$ cat config.mk
export PLATFORM = sky130hd
export DESIGN_NAME = seg7_scan_ctrl
export DESIGN_NICKNAME = d
export VERILOG_FILES = /design/src/rtl/seg7_pkg.sv /design/src/rtl/seg7_hex_decoder.sv /design/src/rtl/seg7_scan_ctrl.sv
export SDC_FILE = /design/constraint.sdc
export NUM_CORES = 1
export LEC_CHECK = 0
export BUFFER_PORTS_ARGS = -buffer_cell sky130_fd_sc_hd__buf_2
export CORE_AREA = 2 2 92 94
export CTS_CLUSTER_DIAMETER = 50
export DETAILED_ROUTE_END_ITERATION = 8
export DIE_AREA = 0 0 94 96
export HOLD_SLACK_MARGIN = 0.06
export PLACE_DENSITY = 0.78
export SYNTH_ARGS = -nofsm -noshare
export SYNTH_HDL_FRONTEND = slang
export SYNTH_SLANG_ARGS = --single-unit
$ cat constraint.sdc
create_clock -name clk -period 3.9 [get_ports clk]
set_input_delay 0.39 -clock clk [delete_from_list [all_inputs] [get_ports clk]]
set_output_delay 0.39 -clock clk [all_outputs]
set_load 0.02 [all_outputs]
$ cat src/rtl/seg7_pkg.sv
// Shared types, constants and glyph table for the seven-segment display blocks.
package seg7_pkg;

  typedef enum logic [1:0] {
    IDLE,
    BLANK,
    SHOW
  } seg7_state_t;

  localparam logic [7:0] SEG_OFF = 8'hFF;

  // Active-low gfedcba patterns for a common-anode display.
  function automatic logic [6:0] hex_to_seg(input logic [3:0] nib);
    logic [6:0] g;
    case (nib)
      4'h0:    g = 7'h40;
      4'h1:    g = 7'h79;
      4'h2:    g = 7'h24;
      4'h3:    g = 7'h30;
      4'h4:    g = 7'h19;
      4'h5:    g = 7'h12;
      4'h6:    g = 7'h02;
      4'h7:    g = 7'h78;
      4'h8:    g = 7'h00;
      4'h9:    g = 7'h10;
      4'hA:    g = 7'h08;
      4'hB:    g = 7'h03;
      4'hC:    g = 7'h46;
      4'hD:    g = 7'h21;
      4'hE:    g = 7'h06;
      default: g = 7'h0E;
    endcase
    return g;
  endfunction

endpackage

$ cat src/rtl/seg7_hex_decoder.sv
// Combinational nibble-to-glyph decoder (active-low gfedcba).
module seg7_hex_decoder
  import seg7_pkg::*;
(
  input  logic [3:0] nibble,
  output logic [6:0] glyph
);

  always_comb glyph = hex_to_seg(nibble);

endmodule

$ cat src/rtl/seg7_scan_ctrl.sv
// Time-multiplexed hex driver for common-anode 7-segment banks with dead time and
// frame-synchronous capture. Define SEG7_DIMMING_EN for the brightness port and PWM dimming.
module seg7_scan_ctrl
  import seg7_pkg::*;
#(
  parameter int unsigned N_DIGITS    = 8,
  parameter int unsigned SHOW_TICKS  = 100000,
  parameter int unsigned BLANK_TICKS = 1000
) (
  input  logic                  clk,
  input  logic                  rst,
  input  logic                  enable,
  input  logic [4*N_DIGITS-1:0] data,
  input  logic [N_DIGITS-1:0]   dp,
  input  logic [N_DIGITS-1:0]   digit_en,
`ifdef SEG7_DIMMING_EN
  input  logic [3:0]            brightness,
`endif
  output logic [N_DIGITS-1:0]   an,
  output logic [7:0]            seg,
  output logic                  frame_tick
);

  localparam int unsigned MAX_TICKS = (SHOW_TICKS > BLANK_TICKS) ? SHOW_TICKS : BLANK_TICKS;
  localparam int unsigned CW = (MAX_TICKS > 1) ? $clog2(MAX_TICKS) : 1;
  localparam int unsigned IW = $clog2(N_DIGITS);
  localparam logic [CW-1:0] SHOW_LAST  = CW'(SHOW_TICKS - 1);
  localparam logic [CW-1:0] BLANK_LAST = CW'((BLANK_TICKS > 0) ? BLANK_TICKS - 1 : 0);
  localparam logic [IW-1:0] IDX_LAST   = IW'(N_DIGITS - 1);

  if (N_DIGITS < 2 || SHOW_TICKS < 1) begin : g_param_check
    $error("seg7_scan_ctrl: N_DIGITS must be >= 2 and SHOW_TICKS >= 1");
  end

`ifdef SEG7_DIMMING_EN
  localparam int unsigned DIM_SLICE = SHOW_TICKS / 16;
  if (SHOW_TICKS % 16 != 0) begin : g_dim_check
    $error("seg7_scan_ctrl: SHOW_TICKS must be a multiple of 16 with dimming");
  end
  logic [3:0] sbr_q, sbr_d;
`endif

  seg7_state_t             state_q, state_d;
  logic [CW-1:0]           cnt_q, cnt_d;
  logic [IW-1:0]           idx_q, idx_d;
  logic [4*N_DIGITS-1:0]   sdata_q, sdata_d;
  logic [N_DIGITS-1:0]     sdp_q, sdp_d;
  logic [N_DIGITS-1:0]     sen_q, sen_d;
  logic [N_DIGITS-1:0]     an_d;
  logic [7:0]              seg_d;
  logic                    tick_d;
  logic                    capture;
  logic                    lit;
  logic [3:0]              nibble;
  logic [6:0]              glyph;

  always_comb begin
    state_d = state_q;
    cnt_d   = cnt_q;
    idx_d   = idx_q;
    sdata_d = sdata_q;
    sdp_d   = sdp_q;
    sen_d   = sen_q;
`ifdef SEG7_DIMMING_EN
    sbr_d   = sbr_q;
`endif
    tick_d  = 1'b0;
    capture = 1'b0;
    if (!enable) begin
      state_d = IDLE;
      cnt_d   = '0;
      idx_d   = '0;
    end else begin
      unique case (state_q)
        IDLE: begin
          capture = 1'b1;
          idx_d   = '0;
          cnt_d   = '0;
          if (BLANK_TICKS == 0) state_d = SHOW;
          else                  state_d = BLANK;
        end
        BLANK: begin
          if (cnt_q == BLANK_LAST) begin
            cnt_d   = '0;
            state_d = SHOW;
          end else begin
            cnt_d = cnt_q + 1'b1;
          end
        end
        SHOW: begin
          if (cnt_q == SHOW_LAST) begin
            cnt_d = '0;
            if (BLANK_TICKS == 0) state_d = SHOW;
            else                  state_d = BLANK;
            if (idx_q == IDX_LAST) begin
              idx_d   = '0;
              tick_d  = 1'b1;
              capture = 1'b1;
            end else begin
              idx_d = idx_q + 1'b1;
            end
          end else begin
            cnt_d = cnt_q + 1'b1;
          end
        end
        default: state_d = IDLE;
      endcase
    end
    if (capture) begin
      sdata_d = data;
      sdp_d   = dp;
      sen_d   = digit_en;
`ifdef SEG7_DIMMING_EN
      sbr_d   = brightness;
`endif
    end
  end

  // Outputs decode the next-state values so the pins switch on the state-entry edge.
  assign nibble = sdata_d[{idx_d, 2'b00} +: 4];

  seg7_hex_decoder u_dec (
    .nibble (nibble),
    .glyph  (glyph)
  );

  always_comb begin
    an_d  = '1;
    seg_d = SEG_OFF;
    lit   = (state_d == SHOW) && sen_d[idx_d];
`ifdef SEG7_DIMMING_EN
    lit   = lit && (32'(cnt_d) < (32'(sbr_d) + 32'd1) * DIM_SLICE);
`endif
    if (lit) begin
      an_d[idx_d] = 1'b0;
      seg_d       = {~sdp_d[idx_d], glyph};
    end
  end

  always_ff @(posedge clk or posedge rst) begin
    if (rst) begin
      state_q    <= IDLE;
      cnt_q      <= '0;
      idx_q      <= '0;
      sdata_q    <= '0;
      sdp_q      <= '0;
      sen_q      <= '0;
`ifdef SEG7_DIMMING_EN
      sbr_q      <= '0;
`endif
      an         <= '1;
      seg        <= SEG_OFF;
      frame_tick <= 1'b0;
    end else begin
      state_q    <= state_d;
      cnt_q      <= cnt_d;
      idx_q      <= idx_d;
      sdata_q    <= sdata_d;
      sdp_q      <= sdp_d;
      sen_q      <= sen_d;
`ifdef SEG7_DIMMING_EN
      sbr_q      <= sbr_d;
`endif
      an         <= an_d;
      seg        <= seg_d;
      frame_tick <= tick_d;
    end
  end

endmodule

==> metrics <==
syn_area_per_cell=11.4 sq um; Pint=1.46 mW; cells after synthesis=388; achievable clock frequency=266 MHz; commonest non-fill, non-tap cell in the layout=dfrtp_1; Slew Limit Fails=0; largest net degree at the start of global routing=between 50 and 60; First DRT Iteration DRCs=approximately 170; critical-path cell list=or3b_1, or4_4, o21ba_2, buf_8, mux2_2, mux2_2, a221o_1, inv_1, ha_1, inv_1, mux2i_1, mux2_2, nand2_1; number of routed nets with antenna violations=0; setup_tns=0 ps; share of layout cells above drive strength 1=38.3%; CTS Buffer Depth=2; drt pass-1 iters=4; Syn-to-layout area delta=16.7%; CP delay by family, top=simple AND/OR/NAND/NOR gates; synthesized area=0.00442 sq mm; Hold-fix buffers, CTS=0; crit path DAT=4050 ps; main flop type after synthesis=dfrtp_1; Initial Utilization=between 50% and 60%; Worst Hold Class=input pin to asynchronous set/reset pin; TritonCTS clock tree=yes; Reg clk slew, reported paths=around 90 ps; vias in the first global route=3272; Vias/cell=5.56; Worst Setup End Kind=flip-flop; post-CTS sizing=0; worst slew pin tran=827 ps; n_diodes=0; Worst-Skew Late Latency=around 350 ps; sequential share of power=50.8%; Die W=about 94 um; Async SR Flop Fraction=between 90% and 100%; CP Launch Type=flip-flop; Root Buffer=clkbuf_8; number of flops mapped to enable cells by yosys=0; Critical path buffers and inverters=3; Required @ worst endpoint=4200 ps; placed instance area=0.00493 sq mm; #FFs+latches synth=87; row count=33; Worst path most repeated cell=mux2_2; endpoints failing setup=0; post-route clock period utilization=about 96%; Post-CTS Setup Bufs=0; gr usage total=between 20% and 30%; Post-DP HPWL=a little under 7 mm; core footprint=0.00805 sq mm; DRC Markers=0; Slew HR=44.9%; P per Cell Area=384 mW/mm^2; critical path type=flip-flop to flip-flop; CP max stage delay=470 ps; aggregate global routing overflow=0; minimum clock period=3760 ps; port bufs=between 60 and 70; max_cap viols=0; Net Switching=520 uW; Max IR drop VDD=about 210 uV; leakage=2.31 nW; WL per Instance=16.4 um; Routed WL=around 9.5 mm; status=finished, final reports clean; number of unique standard cell types used by synthesis=51; initial antenna violation count=0; die area=0.00902 sq mm; Net Count, Synth=between 400 and 500; Die H=96 um; combinational share of power=between 10% and 20%; Sw Ratio=26.2%; Fin. Hold Viols=0; Setup Skew=14.8 ps; CTS buffer count=9; Clock Power Share=33.1%; CTS sink cnt=87; # IOs=68; routability cong.=around 0.9; Seq/Total Area, Yosys=49.7%; Final nets=531; Via Count=3211; most frequent cells in the layout=dfrtp_1 (71), buf_2 (67), mux2_2 (54); H-tree Lvls=3; first-pass GRT wire length=15.7 mm; CP max FO=32; cell area after layout=0.00516 sq mm; Ys Warns=0; slowest CP cell=or4_4
[registers in the layout (all words and copies together) (netlist names)]
signal / flops
seg: 8
sen_q: 8
state_q: 2
cnt_q: 17
frame_tick: 1
sdata_q: 32
idx_q: 3
sdp_q: 8
an: 8
[cell type report]
cell class / instances / area, sq um
Timing Repair Buffer: 84 / 470
Fill cell: 617 / 2890
Inverter: 10 / 38.8
Tap cell: 105 / 131
Multi-Input combinational cell: 275 / 2120
Clock inverter: 6 / 72.6
Sequential cell: 87 / 2200
Clock buffer: 10 / 138
[synth_stat cells (all sizes together) (3+ instances only)]
library cell  instances  share of area, %
ha                   13               3.7
nand3b                3              0.51
nand4b                4              0.79
a22oi                 3              0.51
mux2i                23               5.2
dfstp                16               9.5
nand4                 6              0.85
nor2b                 3              0.42
xor2                  9               1.8
and2                  6              0.85
nor2                 27               2.3
buf                  10               1.5
mux2                 54                14
xnor2                 4              0.79
a21oi                 4              0.45
dfrtp                71                40
nand2b                3              0.42
o21ai                11               1.2
and3                  4              0.57
and4                  3              0.59
inv                  10              0.85
nand2                40               3.4
clkbuf                6              0.51
nand3                17               1.9
o221ai                7               1.4
[through the flow]
stage / setup WS [ps] / utilization [%] / hold WS, ps / instances / total power [mW]
after floorplan: 311 / - / 467 / 388 / 1.25
after global placement: 169 / 61.3 / 477 / 561 / 1.32
after detailed placement: 68.0 / 61.3 / 481 / 561 / 1.34
after CTS: 19.9 / 63.9 / 186 / 577 / 2.00
after global routing: -10.4 / 64.1 / 224 / 577 / 2.08
final: 144 / 64.1 / 158 / 577 / 1.98
[worst reg2reg max path, cell delays in order (launching register included)]
cell,delay (ps)
dfrtp_1,440
or3b_1,430
or4_4,470
o21ba_2,320
buf_8,220
mux2_2,310
mux2_2,260
a221o_1,390
inv_1,150
ha_1,240
inv_1,80
mux2i_1,70
mux2_2,260
nand2_1,70
[layer usage]
layer	wire length, um	global-route usage (%)
met5	0	0
met4	191	6.88
met3	447	5.09
met2	4700	38.6
met1	4120	28.5
[cells by family (layout without fill, tap and decap cells)]
logic type / after synthesis / count (layout) / share of synthesized area [%]
adders and majority gates: 13 / 13 / 3.68
AOI/OAI and AO/OA: 44 / 44 / 7.52
DFF: 87 / 87 / 49.7
muxes: 77 / 77 / 18.9
buffers and inverters: 26 / 110 / 2.83
and+or+nand+nor: 128 / 128 / 14.8
xor gates and xnor gates: 13 / 13 / 2.57
[final timing paths]
kind                             startpoint          to  slack (ps)  cells after the start
worst max-delay path               cnt_q[6]      seg[3]         140                     13
worst min-delay path                    rst    cnt_q[1]         160                      2
worst max register to register     cnt_q[6]      seg[3]         140                     13
worst min register to register   sdata_q[0]  sdata_q[0]         500                      1
max in group asynchronous               rst       an[3]        2760                      3
min in group clk                digit_en[1]    sen_q[1]         280                      2
[power groups by stage]
stage,registers [mW],clock network [mW],logic (mW)
6_report,1.01,0.657,0.318
5_1_grt,1.02,0.712,0.352
4_1_cts,1.01,0.674,0.318
3_5_place_dp,1.02,0,0.314
3_3_place_gp,1.02,0,0.305
2_1_floorplan,1.01,0,0.236
Power figures use the tool's default switching activity.
